--- src/rtl/eq_mixer_pkg.sv ---
`default_nettype none
// ------------------------------------------------------------------
// eq_mixer_pkg : shared widths, PCM limits and mixer FSM states
// Rev 1.0
// ------------------------------------------------------------------
package eq_mixer_pkg;

  localparam int GAIN_W    = 16;
  localparam int GAIN_FRAC = 14;
  localparam int BAND_W    = 48;
  localparam int PCM_W     = 24;

  localparam logic [GAIN_W-1:0]       UNITY_GAIN = 16'h4000;
  localparam logic signed [PCM_W-1:0] PCM_MAX    = 24'sh7FFFFF;
  localparam logic signed [PCM_W-1:0] PCM_MIN    = 24'sh800000;

  typedef enum logic [1:0] {
    IDLE = 2'd0,
    ACC  = 2'd1,
    RND  = 2'd2
  } mix_state_t;

endpackage
`default_nettype wire

--- src/rtl/eq_round_sat.sv ---
`default_nettype none
// ------------------------------------------------------------------
// eq_round_sat : round-half-up, arithmetic shift and 24-bit saturation
// Rev 1.0
// ------------------------------------------------------------------
module eq_round_sat
  import eq_mixer_pkg::*;
#(
  parameter int ACC_W = 66,
  parameter int SHIFT = 29
) (
  input  logic signed [ACC_W-1:0] acc_i,
  output logic signed [PCM_W-1:0] pcm_o,
  output logic                    clip_o
);

  // One guard bit so adding the half-LSB can never wrap the accumulator.
  localparam int SUM_W = ACC_W + 1;
  localparam logic signed [SUM_W-1:0] HALF    = SUM_W'(1) <<< (SHIFT - 1);
  localparam logic signed [SUM_W-1:0] MAX_EXT = SUM_W'(PCM_MAX);
  localparam logic signed [SUM_W-1:0] MIN_EXT = SUM_W'(PCM_MIN);

  logic signed [SUM_W-1:0] sum;
  logic signed [SUM_W-1:0] res;

  assign sum = SUM_W'(acc_i) + HALF;
  assign res = sum >>> SHIFT;

  always_comb begin
    pcm_o  = res[PCM_W-1:0];
    clip_o = 1'b0;
    if (res > MAX_EXT) begin
      pcm_o  = PCM_MAX;
      clip_o = 1'b1;
    end else if (res < MIN_EXT) begin
      pcm_o  = PCM_MIN;
      clip_o = 1'b1;
    end
  end

endmodule
`default_nettype wire

--- src/rtl/eq_band_mixer.sv ---
`default_nettype none
// ------------------------------------------------------------------
// eq_band_mixer : per-band gain, time-multiplexed MAC and PCM rounding
// Rev 1.0
// ------------------------------------------------------------------
module eq_band_mixer
  import eq_mixer_pkg::*;
#(
  parameter int NUM_BANDS = 4,
  parameter int IN_SHIFT  = 15
) (
  input  logic                          clk,
  input  logic                          reset_n,
  input  logic                          audio_en,
  input  logic                          gain_wr_en,
  input  logic [$clog2(NUM_BANDS)-1:0]  gain_wr_addr,
  input  logic [GAIN_W-1:0]             gain_wr_data,
  input  logic [BAND_W*NUM_BANDS-1:0]   l_audio_in,
  input  logic [BAND_W*NUM_BANDS-1:0]   r_audio_in,
  input  logic                          l_in_valid,
  input  logic                          r_in_valid,
  input  logic                          flag_clr,
  output logic [PCM_W-1:0]              l_pcm_out,
  output logic [PCM_W-1:0]              r_pcm_out,
  output logic                          l_out_valid,
  output logic                          r_out_valid,
  output logic                          busy,
  output logic                          sat_flag,
  output logic                          overrun_flag
);

  localparam int AW     = $clog2(NUM_BANDS);
  localparam int PROD_W = BAND_W + GAIN_W;
  localparam int ACC_W  = PROD_W + AW;
  localparam int VEC_W  = BAND_W * NUM_BANDS;
  localparam logic [AW-1:0] LAST_BAND = AW'(NUM_BANDS - 1);

  mix_state_t              state_q;
  logic                    sel_q, sel_d, start_d;   // sel: 0 = left, 1 = right
  logic                    pend_l_q, pend_r_q, pend_l_eff, pend_r_eff;
  logic [VEC_W-1:0]        l_shad_q, r_shad_q, work_q, work_d;
  logic [AW-1:0]           band_q;
  logic signed [ACC_W-1:0] acc_q;
  logic [GAIN_W-1:0]       gain_stg_q [NUM_BANDS];
  logic [GAIN_W-1:0]       gain_act_q [NUM_BANDS];
  logic signed [PROD_W-1:0] prod;
  logic signed [PCM_W-1:0] rnd_pcm;
  logic                    rnd_clip, sat_set, overrun_set;
  logic [PCM_W-1:0]        l_pcm_q, r_pcm_q;
  logic                    l_vld_q, r_vld_q, sat_q, ovr_q;

  // An arriving strobe counts as pending in the same cycle, so a channel can start immediately.
  assign pend_l_eff  = pend_l_q | l_in_valid;
  assign pend_r_eff  = pend_r_q | r_in_valid;
  assign overrun_set = (l_in_valid & pend_l_q) | (r_in_valid & pend_r_q);
  assign sat_set     = (state_q == RND) & rnd_clip;

  always_comb begin
    start_d = 1'b0;
    sel_d   = sel_q;
    case (state_q)
      IDLE: begin
        if (pend_l_eff) begin
          start_d = 1'b1;
          sel_d   = 1'b0;
        end else if (pend_r_eff) begin
          start_d = 1'b1;
          sel_d   = 1'b1;
        end
      end
      RND: begin
        if (!sel_q && pend_r_eff) begin
          start_d = 1'b1;
          sel_d   = 1'b1;
        end else if (sel_q && pend_l_eff) begin
          start_d = 1'b1;
          sel_d   = 1'b0;
        end
      end
      default: ;
    endcase
    if (sel_d) work_d = r_in_valid ? r_audio_in : r_shad_q;
    else       work_d = l_in_valid ? l_audio_in : l_shad_q;
  end

  assign prod = PROD_W'($signed(work_q[band_q*BAND_W +: BAND_W])) *
                PROD_W'($signed(gain_act_q[band_q]));

  eq_round_sat #(
    .ACC_W (ACC_W),
    .SHIFT (IN_SHIFT + GAIN_FRAC)
  ) u_round_sat (
    .acc_i  (acc_q),
    .pcm_o  (rnd_pcm),
    .clip_o (rnd_clip)
  );

  always_ff @(posedge clk) begin
    if (!reset_n || !audio_en) begin
      state_q  <= IDLE;
      sel_q    <= 1'b0;
      pend_l_q <= 1'b0;
      pend_r_q <= 1'b0;
      band_q   <= '0;
      acc_q    <= '0;
      l_pcm_q  <= '0;
      r_pcm_q  <= '0;
      l_vld_q  <= 1'b0;
      r_vld_q  <= 1'b0;
      sat_q    <= 1'b0;
      ovr_q    <= 1'b0;
    end else begin
      l_vld_q  <= 1'b0;
      r_vld_q  <= 1'b0;
      sat_q    <= sat_set | (sat_q & ~flag_clr);
      ovr_q    <= overrun_set | (ovr_q & ~flag_clr);
      if (l_in_valid) l_shad_q <= l_audio_in;
      if (r_in_valid) r_shad_q <= r_audio_in;
      pend_l_q <= pend_l_eff & ~(start_d & ~sel_d);
      pend_r_q <= pend_r_eff & ~(start_d & sel_d);
      case (state_q)
        ACC: begin
          acc_q  <= acc_q + ACC_W'(prod);
          band_q <= band_q + 1'b1;
          if (band_q == LAST_BAND) state_q <= RND;
        end
        RND: begin
          if (sel_q) begin
            r_pcm_q <= rnd_pcm;
            r_vld_q <= 1'b1;
          end else begin
            l_pcm_q <= rnd_pcm;
            l_vld_q <= 1'b1;
          end
          if (!start_d) state_q <= IDLE;
        end
        default: ;
      endcase
      if (start_d) begin
        state_q <= ACC;
        sel_q   <= sel_d;
        work_q  <= work_d;
        acc_q   <= '0;
        band_q  <= '0;
      end
    end
  end

  // Gains survive audio_en flushes; only reset_n restores unity.
  always_ff @(posedge clk) begin
    if (!reset_n) begin
      for (int k = 0; k < NUM_BANDS; k++) begin
        gain_stg_q[k] <= UNITY_GAIN;
        gain_act_q[k] <= UNITY_GAIN;
      end
    end else begin
      if (gain_wr_en && (int'(gain_wr_addr) < NUM_BANDS))
        gain_stg_q[gain_wr_addr] <= gain_wr_data;
      if (audio_en && start_d)
        gain_act_q <= gain_stg_q;
    end
  end

  assign l_pcm_out    = l_pcm_q;
  assign r_pcm_out    = r_pcm_q;
  assign l_out_valid  = l_vld_q;
  assign r_out_valid  = r_vld_q;
  assign busy         = (state_q != IDLE);
  assign sat_flag     = sat_q;
  assign overrun_flag = ovr_q;

endmodule
`default_nettype wire

--- config.mk ---
export PLATFORM = sky130hd
export DESIGN_NAME = eq_band_mixer
export DESIGN_NICKNAME = d
export VERILOG_FILES = /design/src/rtl/eq_mixer_pkg.sv /design/src/rtl/eq_round_sat.sv /design/src/rtl/eq_band_mixer.sv
export SDC_FILE = /design/constraint.sdc
export NUM_CORES = 2
export LEC_CHECK = 0
export CORE_ASPECT_RATIO = 1.1
export CORE_UTILIZATION = 50
export DETAILED_ROUTE_END_ITERATION = 8
export PLACE_DENSITY = 0.82
export SKIP_CTS_REPAIR_TIMING = 1
export SYNTH_ARGS = -nofsm -noshare
export SYNTH_HDL_FRONTEND = slang
export SYNTH_SLANG_ARGS = --single-unit
--- constraint.sdc ---
create_clock -name clk -period 14.41 [get_ports clk]
set_clock_uncertainty 0.05 [all_clocks]
set_input_delay 2.882 -clock clk [delete_from_list [all_inputs] [get_ports clk]]
set_output_delay 2.882 -clock clk [all_outputs]
set_load 0.02 [all_outputs]
==> results_dict.tcl <==
set metrics [dict create \
    max_cap_violations 0 \
    dp.cells 7545 \
    ys_types 72 \
    htreeDepth 3 \
    syn_area_per_cell_um2 11.2 \
    vias 43700 \
    route.detailed.drc 0 \
    status "finished clean" \
    final_common_cell "nand2_1" \
    antenna_found_initial 20 \
    period_share_pct 67.2 \
    finalHoldViolCount 0 \
    synth_fp_nets 7052 \
    worst_setup_path_end_kind "flop" \
    yosys_register_bits 829 \
    cts_buffer_depth 3 \
    wl_mm 170 \
    crit_required_ns 14.97 \
    cts_made_buffers 89 \
    path_max_fanout 45 \
    multiInputGateArea_um2 36900 \
    fp.dieW_um 342 \
    via_per_inst 5.66 \
    syn_to_final_growth_pct 14.1 \
    tns_ns 0 \
    ir_drop_mv 0.119 \
    path_class "reg2reg" \
    portBuffers 461 \
    finalSetupViolCount 0 \
    nNetsFinal 7342 \
    gp_congestion 0.919 \
    clock_latency_ns 0.71 \
    worstPathArrival_ns 10.24 \
    dp_hpwl_mm 124 \
    finalNonFillerCells 7720 \
    worstSetupStartpointType "flop" \
    crit_buf_inv 5 \
    hp-class "reg2reg" \
    synth-edff-count 576 \
    clockRootBuffer "clkbuf_16" \
    report.final.slew_viol_count 0 \
    cts_sinks 829 \
    worst_pin_slew_ns 1.34 \
    first_global_vias 46700 \
    cts_tree "done" \
    initial_core_util_pct 50.6 \
    dieHeight_um 376 \
    mostFrequentLayoutCells "899 x nand2_1, 855 x inv_1, 785 x fa_1" \
    fmax_ghz 0.103 \
    core_area_um2 125000 \
    p_per_area_nw_per_um2 87.9 \
    max_stage_delay_ns 0.93 \
    p_leak_uw 0.0297 \
    cp_top_family "adder cells" \
    grt-ovfl-total 0 \
    drt-initial-drc-count 3665 \
    slew_headroom_pct 10.0 \
    syn-cell-area_um2 63500 \
    placementRows 136 \
    layout-drive-gt1-share_pct 15.2 \
    synthArstFlopShare_pct 0 \
    cpMaxStageDelayCell "a2111oi_1" \
    ios 462 \
    yosysSeqAreaShare_pct 35.2 \
    grt_usage_pct 26.8 \
    syn_inst 5690 \
    regArea_um2 22400 \
    period_minus_slack_ns 9.68 \
    grt_setup_unrepaired "false" \
    drt-pass1-iter-count 6 \
    final_util_pct 57.8 \
    fill_cells 9899 \
    critical_path.most_common_cell "fa_1" \
    grt_pass1_wl_mm 267 \
    ant_nets 0 \
    post_drt_wl_per_cell_um 22.0 \
    cts.clk_slew.worst_paths_ns 0.07 \
    dieArea_um2 128000 \
    synth-main-ff-cell "edfxtp_1" \
    grt_max_degree 158 \
    synth_warnings 0 \
]
-- layer usage --
layer / vias up / global-route usage (%) / wire [µm]
met5: - / 0 / 106
met4: 16 / 9.26 / 5810
met3: 399 / 7.50 / 17100
met2: 2115 / 43.4 / 80600
met1: 22100 / 34.5 / 66100
li1: 19100 / - / -
-- metrics by stage --
stage               cell area [µm²]  total power [µW]  setup WS [ns]  hold WS (ns)
floorplan                     63500              3640           5.37         0.382
global placement              69500              4040           5.12         0.392
detailed placement            69500              4070           4.96         0.399
CTS                           72500              6400           4.89         0.407
global route                  72500              6630           4.37         0.429
finish                        72500              6370           4.73         0.405
-- cells by family (layout without fill, tap and decap cells) --
group / count (synthesis) / count (layout) / share of synthesized area (%)
other cells: 0 / 11 / 0
compound gates: 503 / 503 / 5.52
fa+ha+maj: 953 / 953 / 28.1
simple gates: 1490 / 1490 / 10.5
xor+xnor: 90 / 90 / 1.24
buf+inv: 1162 / 1525 / 6.90
flops: 829 / 829 / 35.2
mux: 663 / 663 / 12.5
-- tightest hold or removal path, stage by stage (launching register included) --
cell and delay [ns]:
dfxtp_1 0.30, nand2_1 0.05, a21oi_1 0.05
-- power breakdown --
group          switching (µW)  internal (µW)
Clock                    1030           1300
Combinational             766            571
Sequential               34.6           2670
Total                    1830           4550
-- synthesized netlist by cell type (4+ instances only) --
library cell / instances / area share [%]
ha_1: 168 / 3.3
or2_2: 13 / 0.13
a21o_1: 37 / 0.44
nand4_1: 15 / 0.15
a21boi_0: 123 / 1.5
and3_1: 23 / 0.23
o21bai_1: 15 / 0.18
or3_1: 8 / 0.079
o31ai_1: 6 / 0.071
o21a_1: 19 / 0.22
mux4_2: 46 / 1.6
buf_2: 5 / 0.039
a221o_1: 4 / 0.063
nand2b_1: 18 / 0.18
edfxtp_1: 576 / 27
xnor2_1: 48 / 0.66
nor2_4: 17 / 0.30
mux2i_1: 22 / 0.35
o21ai_1: 8 / 0.063
fa_1: 785 / 25
nand2_1: 901 / 5.3
a2111oi_0: 6 / 0.083
nand3_1: 60 / 0.47
dfxtp_1: 253 / 8.0
nor4_1: 6 / 0.059
o21ai_0: 60 / 0.47
a31oi_1: 14 / 0.14
and2_1: 128 / 1.3
o211ai_1: 6 / 0.071
a211oi_1: 7 / 0.083
nor2_1: 172 / 1.0
inv_1: 856 / 5.1
o2111ai_1: 4 / 0.055
and4_1: 7 / 0.097
a21oi_1: 123 / 0.97
clkbuf_1: 287 / 1.7
nor3_1: 17 / 0.13
nor2b_1: 88 / 0.87
buf_1: 12 / 0.071
xor2_1: 42 / 0.58
mux2_2: 595 / 11
o221a_2: 42 / 0.74
-- final timing paths --
check        startpoint   endpoint  slack [ns]  cells after the start
max           band_q[1]  acc_q[56]        4.73                     25
min           acc_q[15]  acc_q[15]        0.40                      2
max reg2reg   band_q[1]  acc_q[56]        4.73                     25
min reg2reg   acc_q[15]  acc_q[15]        0.40                      2
-- final cells by class --
class                      instances  area share, %
timing repair buffer             505           6.89
sequential                       829           30.9
antenna                           11         0.0380
clock buffer                     120           3.32
tap                             1656           2.86
inverter                         856           4.44
multi-input combinational       3699           50.9
clock inverter                    44          0.727
-- sequential cells by signal, summed over array words and instances, names as in the netlist, 2 cells and up --
| name | count |
|---|---|
| l_shad_q | 192 |
| r_shad_q | 192 |
| work_q | 192 |
| acc_q | 66 |
| gain_act_q | 64 |
| gain_stg_q | 64 |
| l_pcm_out | 24 |
| r_pcm_out | 24 |
| band_q | 2 |
| state_q | 2 |
Note: power is estimated with default switching activity, not from simulation.
